==> config.mk <==
export PLATFORM = sky130hd
export DESIGN_NAME = gin_mcast_buf
export DESIGN_NICKNAME = d
export VERILOG_FILES = /design/src/rtl/gin_pkg.sv /design/src/rtl/gin_fifo.sv /design/src/rtl/gin_mcast_buf.sv
export SDC_FILE = /design/constraint.sdc
export NUM_CORES = 1
export LEC_CHECK = 0
export ABC_AREA = 0
export CELL_PAD_IN_SITES_DETAIL_PLACEMENT = 0
export CELL_PAD_IN_SITES_GLOBAL_PLACEMENT = 1
export CORE_ASPECT_RATIO = 2
export CORE_MARGIN = 2
export CORE_UTILIZATION = 45
export DETAILED_ROUTE_END_ITERATION = 6
export DONT_BUFFER_PORTS = 1
export PLACE_DENSITY = 0.71
export REMOVE_ABC_BUFFERS = 1
export SYNTH_ARGS = -nofsm -noshare
export SYNTH_HDL_FRONTEND = slang
export SYNTH_SLANG_ARGS = --single-unit
export TNS_END_PERCENT = 5
==> constraint.sdc <==
create_clock -name clk -period 20.1 [get_ports clk]
set_input_delay 4.02 -clock clk [delete_from_list [all_inputs] [get_ports clk]]
set_output_delay 4.02 -clock clk [all_outputs]
set_load 0.02 [all_outputs]
==> src/rtl/gin_pkg.sv <==
// Shared types and helpers for the buffered GIN multicast network.
package gin_pkg;

  // Delivery state of the FIFO head.
  typedef enum logic [1:0] {
    EMPTY   = 2'd0,
    FRESH   = 2'd1,
    PARTIAL = 2'd2
  } gin_state_e;

  // Default geometry, also used by the default entry layout below.
  localparam int unsigned GinXidBits  = 5;
  localparam int unsigned GinYidBits  = 4;
  localparam int unsigned GinDataBits = 32;

  // FIFO entry layout at the default widths; the top derives its own
  // parametrised copy with the same field order.
  typedef struct packed {
    logic [GinYidBits-1:0]  tag_y;
    logic [GinXidBits-1:0]  tag_x;
    logic [GinDataBits-1:0] data;
  } gin_entry_t;

  // Flat PE index of row r, column c.
  function automatic int unsigned pe_idx(input int unsigned r, input int unsigned c,
                                         input int unsigned cols);
    return r * cols + c;
  endfunction

endpackage

==> src/rtl/gin_fifo.sv <==
// Small synchronous FIFO holding GIN entries; head is read combinationally.
module gin_fifo #(
  parameter int unsigned WIDTH = 41,
  parameter int unsigned DEPTH = 4
) (
  input  logic                     clk_i,
  input  logic                     rst_i,
  input  logic                     push_i,
  input  logic [WIDTH-1:0]         wdata_i,
  input  logic                     pop_i,
  output logic [WIDTH-1:0]         rdata_o,
  output logic                     full_o,
  output logic                     empty_o,
  output logic [$clog2(DEPTH):0]   count_o
);

  localparam int unsigned AW = $clog2(DEPTH);
  localparam int unsigned CW = AW + 1;

  logic [DEPTH-1:0][WIDTH-1:0] mem_q;
  logic [AW-1:0]               wr_ptr_q, rd_ptr_q;
  logic [CW-1:0]               count_q, count_d;
  logic                        do_push, do_pop;

  assign full_o  = (count_q == CW'(DEPTH));
  assign empty_o = (count_q == '0);
  assign count_o = count_q;
  assign rdata_o = mem_q[rd_ptr_q];

  // Guard against overflow/underflow even if the caller misbehaves.
  assign do_push = push_i & ~full_o;
  assign do_pop  = pop_i & ~empty_o;

  // Occupancy next-state.
  always_comb begin
    count_d = count_q;
    if (do_push && !do_pop) begin
      count_d = count_q + CW'(1);
    end else if (!do_push && do_pop) begin
      count_d = count_q - CW'(1);
    end
  end

  // Pointers and occupancy; pointers wrap naturally since DEPTH is a power of 2.
  always_ff @(posedge clk_i or posedge rst_i) begin
    if (rst_i) begin
      wr_ptr_q <= '0;
      rd_ptr_q <= '0;
      count_q  <= '0;
    end else begin
      if (do_push) wr_ptr_q <= wr_ptr_q + AW'(1);
      if (do_pop)  rd_ptr_q <= rd_ptr_q + AW'(1);
      count_q <= count_d;
    end
  end

  // Storage array, no reset needed: contents are only read when occupied.
  always_ff @(posedge clk_i) begin
    if (do_push) mem_q[wr_ptr_q] <= wdata_i;
  end

endmodule

==> src/rtl/gin_mcast_buf.sv <==
// Buffered GIN: multicasts each FIFO head to all PEs whose scanned-in row/PE IDs
// match its tags, tracking per-PE acceptance until every matched PE has taken it.
module gin_mcast_buf
  import gin_pkg::*;
#(
  parameter int unsigned ROWS      = 6,
  parameter int unsigned COLS      = 8,
  parameter int unsigned XID_BITS  = GinXidBits,
  parameter int unsigned YID_BITS  = GinYidBits,
  parameter int unsigned DATA_BITS = GinDataBits,
  parameter int unsigned DEPTH     = 4
) (
  input  logic                   clk,
  input  logic                   rst,
  input  logic                   GIN_valid,
  output logic                   GIN_ready,
  input  logic [DATA_BITS-1:0]   GIN_data,
  input  logic [XID_BITS-1:0]    tag_X,
  input  logic [YID_BITS-1:0]    tag_Y,
  input  logic                   set_XID,
  input  logic [XID_BITS-1:0]    XID_scan_in,
  input  logic                   set_YID,
  input  logic [YID_BITS-1:0]    YID_scan_in,
  input  logic [ROWS*COLS-1:0]   PE_ready,
  output logic [ROWS*COLS-1:0]   PE_valid,
  output logic [DATA_BITS-1:0]   PE_data,
  output logic                   busy,
  output logic                   drop
);

  localparam int unsigned NPE  = ROWS * COLS;
  localparam int unsigned CNTW = $clog2(DEPTH) + 1;

  typedef struct packed {
    logic [YID_BITS-1:0]  tag_y;
    logic [XID_BITS-1:0]  tag_x;
    logic [DATA_BITS-1:0] data;
  } entry_t;

  localparam int unsigned EW = $bits(entry_t);

  logic [ROWS-1:0][YID_BITS-1:0] yid_q;
  logic [NPE-1:0][XID_BITS-1:0]  xid_q;

  gin_state_e     state_q, state_d;
  logic [NPE-1:0] pend_q, pend_d;
  logic [NPE-1:0] match, offer, remain;

  entry_t          wr_entry, head;
  logic [EW-1:0]   head_raw;
  logic            fifo_full, fifo_empty;
  logic [CNTW-1:0] fifo_count;
  logic            cfg, push, pop;

  assign cfg       = set_XID | set_YID;
  assign GIN_ready = ~fifo_full & ~cfg & ~rst;
  assign push      = GIN_valid & GIN_ready;
  assign busy      = ~fifo_empty;

  assign wr_entry = '{tag_y: tag_Y, tag_x: tag_X, data: GIN_data};
  assign head     = entry_t'(head_raw);
  assign PE_data  = head.data;

  gin_fifo #(
    .WIDTH (EW),
    .DEPTH (DEPTH)
  ) u_fifo (
    .clk_i   (clk),
    .rst_i   (rst),
    .push_i  (push),
    .wdata_i (wr_entry),
    .pop_i   (pop),
    .rdata_o (head_raw),
    .full_o  (fifo_full),
    .empty_o (fifo_empty),
    .count_o (fifo_count)
  );

  // Row-ID and PE-ID scan chains; first value shifted in ends at the far end.
  always_ff @(posedge clk or posedge rst) begin
    if (rst) begin
      yid_q <= '0;
      xid_q <= '0;
    end else begin
      if (set_YID) begin
        for (int r = ROWS - 1; r > 0; r--) yid_q[r] <= yid_q[r-1];
        yid_q[0] <= YID_scan_in;
      end
      if (set_XID) begin
        for (int i = NPE - 1; i > 0; i--) xid_q[i] <= xid_q[i-1];
        xid_q[0] <= XID_scan_in;
      end
    end
  end

  // Head match mask against the live ID registers.
  for (genvar r = 0; r < ROWS; r++) begin : g_row
    for (genvar c = 0; c < COLS; c++) begin : g_col
      assign match[pe_idx(r, c, COLS)] = (yid_q[r] == head.tag_y) &&
                                         (xid_q[pe_idx(r, c, COLS)] == head.tag_x);
    end
  end

  // Delivery FSM: offer the head, retire accepted PEs, pop once nobody is left.
  always_comb begin
    state_d  = state_q;
    pend_d   = pend_q;
    offer    = '0;
    remain   = '0;
    pop      = 1'b0;
    drop     = 1'b0;
    PE_valid = '0;
    // Config cycles freeze delivery entirely, holding any pending mask.
    if (!cfg) begin
      unique case (state_q)
        EMPTY: begin
          if (push) state_d = FRESH;
        end
        FRESH: begin
          offer = match;
          drop  = (match == '0);
        end
        PARTIAL: begin
          offer = pend_q;
        end
        default: state_d = EMPTY;
      endcase
      if (state_q == FRESH || state_q == PARTIAL) begin
        PE_valid = offer;
        remain   = offer & ~PE_ready;
        pend_d   = remain;
        if (remain == '0) begin
          pop = 1'b1;
          // Next head exists if more than the popped entry is stored or one arrives now.
          state_d = (fifo_count > CNTW'(1) || push) ? FRESH : EMPTY;
        end else begin
          state_d = PARTIAL;
        end
      end
    end
  end

  // FSM state and pending-acceptance mask.
  always_ff @(posedge clk or posedge rst) begin
    if (rst) begin
      state_q <= EMPTY;
      pend_q  <= '0;
    end else begin
      state_q <= state_d;
      pend_q  <= pend_d;
    end
  end

endmodule

# Yosys cells after proc, flatten, opt, wreduce, memory -nomap -nowiden
# Cells that the tools add are included.
[totals] word_cells=226 ff_bits=485
[op_classes] addsub=4 n_mux=21 order_cmp=4 n_reduce_logical=63 eq_ne=59 bitwise_logic=12
[ops] cell="$eq A5 B5 Y1" n=48
[ops] cell="$bwmux W164" n=1
[ops] cell="$mux W48" n=3
[ops] cell="$logic_not A48 Y1" n=2
[ops] cell="$pmux W48 S2" n=1
[ops] cell="$bmux W41 S2" n=1
[ops] cell="$demux W41 S2" n=1
[ops] cell="$mux W41" n=2
[ops] cell="$logic_and A1 B1 Y1" n=51
[ops] cell="$and A48 B48 Y48" n=1
[ops] cell="$not A48 Y48" n=1
[ops] cell="$eq A4 B4 Y1" n=6
[ops] cell="$lt A2 B3 Y1 const B" n=2
[ops] cell="$mux W1" n=6
[ops] cell="$mux W2" n=3
[ops] cell="$mux W3" n=2
[ops] cell="$and A1 B1 Y1" n=5
[ops] cell="$add A2 B1 Y2 const B" n=2
[ops] cell="$not A1 Y1" n=4
[ops] cell="$pmux W2 S2" n=1
[ops] cell="$add A3 B1 Y3 const B" n=1
[ops] cell="$eq A3 B3 Y1 const B" n=1
[ops] cell="$gt A3 B1 Y1 const B" n=1
[ops] cell="$logic_not A3 Y1" n=1
[ops] cell="other kinds (14)" n=16

# Longest topological paths before layout
[depth] depth_word=15 mapped_depth=16

# Cells and area by module
# A second synthesis with hierarchy kept.
[unflattened] hier_cells=1728 hier_area_um2=23174.7
[by_module_without_submodules] mod="gin_mcast_buf" cells_each=1477 n_inst=1 area_each_um2=16771.1
[by_module_without_submodules] mod="gin_fifo" cells_each=251 n_inst=1 area_each_um2=6403.6

# Least setup slack after synthesis
# Ideal clock, no wire load.
[synth_path] path_type="input to output" startpoint="input set_YID" endpoint="output GIN_ready" arrival_time_ps=5703 n_path_buf=1 cell_stages=2 required_ps=16080 slack_ps=10377 cell_sequence="clkbuf_1 -> a2111oi_0"
[synth_between] elab_chain_cells=4
[synth_lines] item="start: declaration" line_no="gin_mcast_buf.sv:22" rtl="input logic set_YID,"
[synth_lines] item="$or A1 B1 Y1" line_no="gin_mcast_buf.sv:55" rtl="assign cfg = set_XID | set_YID;"
[synth_lines] item="$not A1 Y1 (no source line)"
[synth_lines] item="$and A1 B1 Y1 (2 in series)" line_no="gin_mcast_buf.sv:56" rtl="assign GIN_ready = ~fifo_full & ~cfg & ~rst;"
[synth_lines] item="end: declaration" line_no="gin_mcast_buf.sv:16" rtl="output logic GIN_ready,"
# No other way between the ends.

# Final worst setup path
[layout_path] startpoint="input set_XID" endpoint="output PE_valid[45]"
[layout_between] elab_chain_cells=2
[layout_lines] item="start: declaration" line_no="gin_mcast_buf.sv:20" rtl="input logic set_XID,"
[layout_lines] item="$or A1 B1 Y1" line_no="gin_mcast_buf.sv:55"
[layout_lines] item="$mux W48" line_no="gin_mcast_buf.sv:114" rtl="if (!cfg) begin"
[layout_lines] item="end: declaration" line_no="gin_mcast_buf.sv:25" rtl="output logic [ROWS*COLS-1:0] PE_valid,"
# No other way between the ends.

==> parameters.txt <==
Parameter                              Value

STA
  Minimum period implied by the final worst setup slack ... 10020 ps
  Worst hold-check slack ... 480 ps
  Slew @ Worst Pin ... 1130 ps
  Max Slew Vio Count ... 0
  Tightest slew margin relative to the limit ... 24.5%
  Number of failing hold endpoints at the final stage ... 0
  Worst setup slack after layout ... 10080 ps
  Portion of the clock cycle consumed by the worst path in the final layout ... 49.8%
  Setup clock skew after layout ... approximately 12 ps
  Max frequency ... about 0.1 GHz
  Unrepaired setup endpoints after global routing ... false
  Number of failing setup endpoints in the final timing report ... 0
  Setup Total Neg Slack ... 0 ps

Global route
  First-pass GRT wire length ... 86000 um
  Initial antenna violation count ... 5
  Total overflow reported by the global router ... 0
  Largest net degree at the start of global routing ... between 200 and 250
  Number of global-route vias before repair ... 14200
  All-layer global routing usage ... a little over a fifth

Setup path
  Slowest stage cell on the critical path ... sky130_fd_sc_hd__a21oi_1
  Data required time of the worst path ... 16080 ps
  Maximum fanout along the worst path ... 242
  Worst Setup End Kind ... output port
  Maximum cell stage delay along the critical path ... 550 ps
  Buffers plus inverters on the worst setup path ... 1
  Arrival @ worst endpoint ... 6000 ps
  WS Path Type ... primary input to output port
  Largest delay contributor family on the critical path ... simple AND/OR/NAND/NOR gates
  Nature of the critical path startpoint ... primary input
  Cells along the critical path ... nor2_1 > nand2_4 > buf_4 > a21oi_1

Logic synthesis
  Asr flop ratio synth ... 66.2%
  Share of the yosys chip area belonging to registers ... a little under three fifths
  Top_reg_cell synth ... sky130_fd_sc_hd__dfrtp_1
  Netlist Area Pre-Place ... 0.0229 sq mm
  Number of register bits inferred by synthesis ... 485
  Share of the synthesized area in the top cell type ... a little over a third
  Number of enable-type register cells in the synthesized netlist ... 164
  Syn_area_per_cell ... 13.3 sq um
  Synth Instances ... around 1700
  Cell with the most instances after synthesis ... sky130_fd_sc_hd__dfrtp_1
  Yosys warning count ... 0
  Synth unique cells ... 62
  Cell types with the highest counts after synthesis ... sky130_fd_sc_hd__dfrtp_1, sky130_fd_sc_hd__mux2_2, sky130_fd_sc_hd__xnor2_1
  Cells taking the most area after synthesis ... sky130_fd_sc_hd__dfrtp_1, sky130_fd_sc_hd__edfxtp_1, sky130_fd_sc_hd__mux2_2, sky130_fd_sc_hd__xnor2_1, sky130_fd_sc_hd__mux4_2
  Cell taking the most area after synthesis ... sky130_fd_sc_hd__dfrtp_1

Cells and area
  Post-route non-filler standard cell count ... 2383
  Synth-to-layout area growth ... 9.05%
  Core utilization of the finished layout ... 49.3%
  Proportion of layout cells with a drive suffix above 1 ... 23.9%
  Layout fillers ... 4562
  Final Instance Area ... 0.0250 sq mm
  Net count reported at finish ... 1808

Placed design
  I/O Buffers ... 0
  DP Area ... 0.0234 sq mm
  Final Wtd Congestion ... 0.813
  Pre-CTS setup slack ... 10410 ps
  Placed insts ... ~2300
  Post-DP HPWL ... 38500 um

Pwr
  Peak ir drop on the vdd network ... roughly 0.0001 V
  Pleak ... a little under 10 nW
  Areal power density over the cells ... 136 mW/mm^2
  Post-layout power ... ~3.4 mW

Drt
  Starting DRC count in detailed routing ... 788
  Detailed-route wire length per cell ... between 20 and 25 um
  Count of vias placed by the detailed router ... ~13000
  DR DRC count ... 0
  Vias per cell ... 5.64
  Routed Antenna Nets ... 0
  WL final ... 56000 um
  Number of iterations in the first detailed-routing pass ... 4

Die
  Die area ... ~0.053 sq mm
  Initial standard-cell utilization of the core ... a little under half
  Row cnt ... between 100 and 150
  Die W ... 164 um
  Area of the core region ... ~0.051 sq mm
  Number of top-level pins ... 186
  Die Height ... 323 um

Clock network
  Sinks on Clock Net ... 485
  Setup repair bufs after CTS ... 0
  Post-cts resize count ... 0
  Clock slew at the register clock pins of the worst setup and hold paths ... ~60 ps
  Number of levels in the clock H-tree ... 2
  Clock buffers created by TritonCTS ... between 40 and 50
  Clk buf depth ... 3
  Worst skew pair latency ... around 570 ps
  TritonCTS clock tree ... built
  Hold buffer count at CTS ... 0
  Clock root cell ... sky130_fd_sc_hd__clkbuf_16

Flow run
  Max Cap Violations ... 0

Worst hold path
  Worst min-delay path class ... flip-flop to flip-flop

Outcome
  Status ... finished clean
[where the power goes]
part	internal (mW)	leakage, nW	switching, mW
sequential	1.18	5.64	0.147
clock	0.558	0.773	0.380
combinational	0.493	3.21	0.632
[layout make-up]
| class | count | area (sq um) | share of cell area, % |
|---|---|---|---|
| repair buffers | 15 | 125 | 0.501 |
| flip-flops and latches | 485 | 13000 | 51.9 |
| clock buffers | 55 | 1210 | 4.86 |
| well taps | 654 | 818 | 3.28 |
| multi-input cells | 1101 | 9280 | 37.1 |
| clock inverters | 24 | 392 | 1.57 |
| inverters | 46 | 180 | 0.721 |
| diodes | 3 | 7.51 | 0.0301 |
[path summary, 6_finish.rpt]
| path | start | to | slack [ps] | depth (start not counted) |
|---|---|---|---|---|
| max in group asynchronous | rst | pend_q[36] | 15100 | 2 |
| min in group asynchronous | rst | u_fifo.count_o[1] | 3420 | 1 |
| hold / removal | pend_q[10] | pend_q[10] | 480 | 2 |
| setup reg to reg | u_fifo.rd_ptr_q[0] | u_fifo.count_o[2] | 14470 | 13 |
| hold reg to reg | pend_q[10] | pend_q[10] | 480 | 2 |
| setup / recovery | set_XID | PE_valid[45] | 10080 | 4 |
[registers in the layout, indices dropped and copies added (netlist names)]
signal,flops
pend_q,48
state_q,2
u_fifo.count_o,3
u_fifo.mem_q,164
u_fifo.rd_ptr_q,2
u_fifo.wr_ptr_q,2
xid_q,240
yid_q,24
[worst reg2reg max path, cell delays in order, from the launching register on]
cell and delay, ps:
sky130_fd_sc_hd__dfrtp_2 340, sky130_fd_sc_hd__buf_4 650, sky130_fd_sc_hd__mux4_2 790, sky130_fd_sc_hd__xnor2_1 180, sky130_fd_sc_hd__nand4_1 420, sky130_fd_sc_hd__nor2_1 370, sky130_fd_sc_hd__a31oi_1 820, sky130_fd_sc_hd__o2111ai_1 530
sky130_fd_sc_hd__nor4_4 600, sky130_fd_sc_hd__nand2_1 190, sky130_fd_sc_hd__ha_1 280, sky130_fd_sc_hd__mux2i_1 160, sky130_fd_sc_hd__nor2_1 70, sky130_fd_sc_hd__xnor2_1 120
[cells by family (layout without fill, tap and decap cells)]
logic type               after synthesis  in the layout  share of synthesized area (%)
flip-flops                           485            485                           56.6
AND/OR/NAND/NOR                      333            333                           6.89
buffers and inverters                142            140                           3.01
adder cells (fa/ha/maj)               12             12                          0.656
XOR/XNOR                             270            270                           10.3
AO/OA/AOI/OAI                        179            179                           5.44
other                                  0              3                              0
multiplexers                         307            307                           17.1
[cells in the final DEF, fill, tap and decap left out, drive strengths merged, types with 8 or more instances in the layout]
cell type  instances
nor3              47
a22oi             30
a22o               8
bufinv            10
mux2             264
nand3             47
a31oi              8
inv               46
clkbuf            55
buf               15
nand4             16
a21oi             23
nand2b             9
nand2             83
ha                12
a32o              10
edfxtp           164
clkinv             9
xnor2            212
o31ai             17
nor4              17
xor2              58
o21ai             44
mux4              41
nor2              92
dfrtp            321
[metal layers]
layer  vias to the layer above  share of wire [%]  global-route usage [%]  wire, um
met5                         -              0.023                       0        13
met4                         2                2.7                    6.65      1530
met3                        76                7.1                    5.95      3960
met2                       340                 53                    39.2     29800
met1                      6881                 37                    24.4     20700
li1                       6133                  -                       -         -
Power figures use the tool's default switching activity.
==> variant 1 (same flow settings) <==
Change the parameter `COLS` from 8 to 7.
--- a/src/rtl/gin_mcast_buf.sv
+++ b/src/rtl/gin_mcast_buf.sv
@@ -4,7 +4,7 @@
   import gin_pkg::*;
 #(
   parameter int unsigned ROWS      = 6,
-  parameter int unsigned COLS      = 8,
+  parameter int unsigned COLS      = 7,
   parameter int unsigned XID_BITS  = GinXidBits,
   parameter int unsigned YID_BITS  = GinYidBits,
   parameter int unsigned DATA_BITS = GinDataBits,
Interface: changed (resized PE_ready and PE_valid); port bits go from 186 to 174. No check against the original RTL was run, so the function may have changed too.
==> variant 1 against the unedited design <==
Cell area fell by 9.5%. Sequential cell count fell by 36. Synthesized area down 9.1%. Wire length decreased by 13%. Largest cell class unchanged. Sequential share of layout area increased by 1.4 points. Worst setup slack improved by 51 ps. Clock skew up 8.2 ps. Power down 9.3%.
==> variant 1: results (changes against the unedited design) <==
stage;metric;value;unit;change
status;status;finished, final reports clean;;
cells_and_area;ant diodes;0;;-3
cells_and_area;nonclk buf count;13;;-2
route;Pre-Repair DR Iteration Count;5;;+1
grt;met3 usage;0.06112;;+0.001626
cells_and_area;comb_multi_in;943;;-14%
grt;grt met2 use;0.3703;;-0.02187
grt;largest net degree at the start of global routing;214;;-12%
cells_and_area;Seq. cell area;12060;µm²;-7.0%
worst_setup_path;crit-path max FO;213;;-12%
placement;detailed placement HPWL;33070;µm;-14%
worst_setup_path;Reg2Reg Setup Slack;14720;ps;+250 ps
cells_and_area;fin cells;2076;;-13%
timing;Worst Hold Slack;485.7;ps;+5.382 ps
timing;skew final;20.15;ps;+8.175 ps
cts;clk sinks;449;;-7.4%
synthesis;top area cells in the synthesized netlist;dfrtp_1 34%, edfxtp_1 24%, mux2_2 13%;;
placement;Placed Cells;2001;;-13%
synthesis;Async S/R FF share, synth;0.6347;;-0.02711
worst_setup_path;CP peak stage delay;470;ps;-80 ps
grt;met1 Resource Use GR;0.2299;;-0.01440
placement;dpl cell area;21160;µm²;-9.4%
synthesis;multiplexer share of the synthesized area;0.1720;;+0.0009972
cells_and_area;biggest regs;xid_q: 210 flops, u_fifo.mem_q: 164 flops, pend_q: 42 flops;;
cells_and_area;Nets;1588;;-12%
synthesis;sequential-to-total area share from yosys stat;0.5793;;+0.01352
grt;vias in the first global route;12640;;-11%
grt;initial antenna violation count;0;;-5
cells_and_area;Logic inverters;31;;-33%
grt;first-pass GRT wire length;74950;µm;-13%
cells_and_area;Multi-input gate area;8159;µm²;-12%
worst_hold_path;Endpoint, Worst Hold;pend_q[33]$_DFFE_PP0P_;;
placement;RePlAce Congestion;0.8270;;+1.8%
power_and_ir_drop;Static Leak;8.671;nW;-9.9%
power_and_ir_drop;worst vdd ir;0.00009425;V;-5.1%
route;wire length per cell;23.49;µm;-0.11%
route;Detailed Route Iter0 Violations;701;;-11%
## variant 1: cell types whose count changed after synthesis, sizes merged, moves of 7 or more
| cell | change |
|---|---|
| xnor2 | -47 |
| nor2 | -39 |
| dfrtp | -36 |
| mux2 | -30 |
| xor2 | +17 |
| o21ai | -16 |
| inv | -13 |
| nand3 | -11 |
| a22oi | -9 |
| a32o | -9 |
| clkbuf | -9 |
| o2bb2ai | +9 |
| nand2 | -7 |
## variant 1: per-layer routing
metal	part of all wire	routed length (µm)	vias up
met5	0	0	-
li1	-	-	5375
met3	0.082	3987	81
met1	0.36	17670	6054
met4	0.035	1722	0
met2	0.52	25390	325
## variant 1: power by group
part           switching [mW]  internal (mW)
combinational           0.538          0.446
sequential              0.144           1.11
clock                   0.350          0.489
total                    1.03           2.04
## variant 1: per-stage QoR
stage / worst slack, ps / util
global placement: 10530 / 0.4631
global route: 10240 / 0.4947
finish: 10130 / 0.4947
detailed placement: 10480 / 0.4631
CTS: 10490 / 0.4947
floorplan: 8216 / -
==> variant 2 (same flow settings) <==
Made on the original files. Make the reset (`rst` and `rst_i`) synchronous in 3 clocked blocks.
--- a/src/rtl/gin_fifo.sv
+++ b/src/rtl/gin_fifo.sv
@@ -42,7 +42,7 @@
   end
 
   // Pointers and occupancy; pointers wrap naturally since DEPTH is a power of 2.
-  always_ff @(posedge clk_i or posedge rst_i) begin
+  always_ff @(posedge clk_i) begin
     if (rst_i) begin
       wr_ptr_q <= '0;
       rd_ptr_q <= '0;
--- a/src/rtl/gin_mcast_buf.sv
+++ b/src/rtl/gin_mcast_buf.sv
@@ -77,7 +77,7 @@
   );
 
   // Row-ID and PE-ID scan chains; first value shifted in ends at the far end.
-  always_ff @(posedge clk or posedge rst) begin
+  always_ff @(posedge clk) begin
     if (rst) begin
       yid_q <= '0;
       xid_q <= '0;
@@ -141,7 +141,7 @@
   end
 
   // FSM state and pending-acceptance mask.
-  always_ff @(posedge clk or posedge rst) begin
+  always_ff @(posedge clk) begin
     if (rst) begin
       state_q <= EMPTY;
       pend_q  <= '0;
Behaviour: differs if rst is asserted again (counterexample within 4 cycles, from zero or initial values and one cycle with rst high); with rst held inactive, the same outputs for 4 cycles.
==> variant 2 against the unedited design <==
Count of clock-buffer cells in the layout grew 5. Register-to-register slack got worse by 170 ps. Wire length grew 3.1%. First-iteration DRC count down 4.8%. Cell count up 12%. Sequential cell count stayed put. Synthesized area decreased by 2.7%. Global-route usage increased by 0.92 points. Worst setup slack worse by 460 ps. Cell area down 3.3%. Highest routed layer unchanged.
Power is not compared: it rests on default switching activity, and its combinational part moved more than twofold at a synthesized area within 25%.
==> variant 2: results (changes against the unedited design) <==
stage;metric;value;unit;change
grt;gr usage total;0.2251;;+0.009230
route;Detailed Route Iter0 Violations;750;;-4.8%
cts;total CTS buffers;45;;+2.3%
cells_and_area;proportion of layout cells with a drive suffix above 1;0.07616;;-0.1631
synthesis;top cells by count, synth;388 x nor2_1, 321 x dfxtp_1, 265 x mux2i_1;;
route;Pre-Repair DR Iteration Count;5;;+1
synthesis;YS warnings;0;;unchanged
status;status;finished, final reports clean;;
cts;Reg clk slew, reported paths;60;ps;about the same
grt;largest net degree at the start of global routing;325;;+34%
worst_hold_path;Endpoint, Worst Hold;pend_q[46]$_SDFFE_PP0P_;;
cts;post-CTS sizing;0;;unchanged
cts;maximum buffer depth of the clock tree;3;;unchanged
cts;CTS root buf;clkbuf_16;;
worst_setup_path;Reg2Reg Setup Slack;14300;ps;-170 ps
worst_hold_path;Hold/Removal Path Class;flip-flop to flip-flop;;
worst_setup_path;arrival time at the worst endpoint;6450;ps;+450 ps
synthesis;EDFF count, synth;164;;unchanged
synthesis;Async S/R FF share, synth;0;;-0.6619
route;Remaining DRCs;0;;unchanged
worst_hold_path;HP Start;pend_q[46]$_SDFFE_PP0P_;;
synthesis;Synth cell types;70;;+13%
route;Routed Antenna Nets;0;;unchanged
grt;initial antenna violation count;1;;-4
cells_and_area;biggest regs;xid_q: 240 flops, u_fifo.mem_q: 164 flops, pend_q: 48 flops;;
placement;RePlAce Congestion;0.8279;;+1.9%
placement;detailed placement HPWL;39660;µm;+3.0%
cells_and_area;Nets;2101;;+16%
worst_hold_path;hold path depth;2;;unchanged
synthesis;sequential-to-total area share from yosys stat;0.5097;;-0.05615
cells_and_area;ant diodes;0;;-3
cts;Post-CTS Setup Bufs;0;;unchanged
cts;worst skew pair latency;570;ps;about the same
route;Via Count;14700;;+9.4%
timing;crit share post-route;0.5211;;+0.02276
worst_setup_path;FF-to-FF End;u_fifo.count_o[2]$_SDFFE_PP0P_;;
timing;skew final;10.32;ps;-1.657 ps
power_and_ir_drop;Static Leak;8.608;nW;
grt;first-pass GRT wire length;88560;µm;+2.9%
route;Routed WL;57780;µm;+3.1%
synthesis;top area cells in the synthesized netlist;dfxtp_1 29%, edfxtp_1 22%, mux2i_1 12%;;
worst_setup_path;worst reg2reg startpoint;u_fifo.rd_ptr_q[0]$_SDFFE_PP0P_;;
placement;port bufs;0;;unchanged
timing;Slew @ Worst Pin;1193;ps;+60.55 ps
worst_setup_path;worst reg2reg path depth;14;;+1
placement;worst slack, placed;9981;ps;-431.7 ps
[variant 2: cell types whose count changed in the layout (fill, tap and decap cells not counted), moves of 16 or more]
cell	unedited run	this run
a21oi_1	23	56
mux2_2	264	0
nor2_1	91	388
dfrtp_1	319	0
dfxtp_1	0	319
nand2_1	82	65
inv_1	43	27
mux2i_1	2	265
o21ai_0	44	26
[variant 2: area by class of cell]
cell class | instances | area, µm²
clock buffers | 60 | 1285
clock inverters | 23 | 324.1
fillers | 4484 | 24920
inverters | 28 | 105.1
multi-input cells | 1410 | 10150
flip-flops and latches | 485 | 11360
well taps | 643 | 804.5
repair buffers | 16 | 120.1
[variant 2: per-stage QoR]
stage	power (mW)	instance area, µm²	instances	hold WS (ps)
final	1.997	24150	2665	459.4
after global routing	2.054	24150	2665	489.1
after CTS	2.018	24150	2665	458.9
after detailed placement	1.091	22540	2582	449.9
after global placement	1.090	22540	2582	443.9
after floorplan	1.080	21580	1923	430.5
[variant 2: how the worst max path moves through the flow]
| stage | from | end | depth (start not counted) |
|---|---|---|---|
| after global placement | set_XID | drop | 5 |
| after CTS | set_XID | drop | 5 |
| final | set_XID | drop | 5 |
| after global routing | set_XID | drop | 5 |
| after detailed placement | set_XID | drop | 5 |
| after floorplan | set_XID | PE_valid[12] | 3 |
[variant 2: layer usage]
metal  global-route usage  wire length [µm]  part of all wire
met5                    0                17           0.00029
met4               0.1075              2885             0.050
met3              0.05757              3895             0.067
met2               0.4026             29510              0.51
met1               0.2456             21480              0.37
[variant 2: power breakdown]
group / switching [mW] / internal, mW / total [mW]
clock: 0.375 / 0.553 / 0.928
combinational: 0.0237 / 0.0260 / 0.0497
sequential: 0.00320 / 1.02 / 1.02
total: 0.402 / 1.60 / 2.00
[variant 2: cell families after synthesis]
logic type               synth area share
buffers and inverters             0.03579
multiplexers                       0.1606
AND/OR/NAND/NOR                    0.1278
AO/OA/AOI/OAI                     0.05348
flip-flops                         0.5097
XOR/XNOR                           0.1060
adder cells (fa/ha/maj)          0.006741
[variant 2: worst max-delay path, stage by stage]
cell and delay (ps):
nor2_1 520, nand2_1 90, or4_1 580, nor4_1 600, clkbuf_4 310
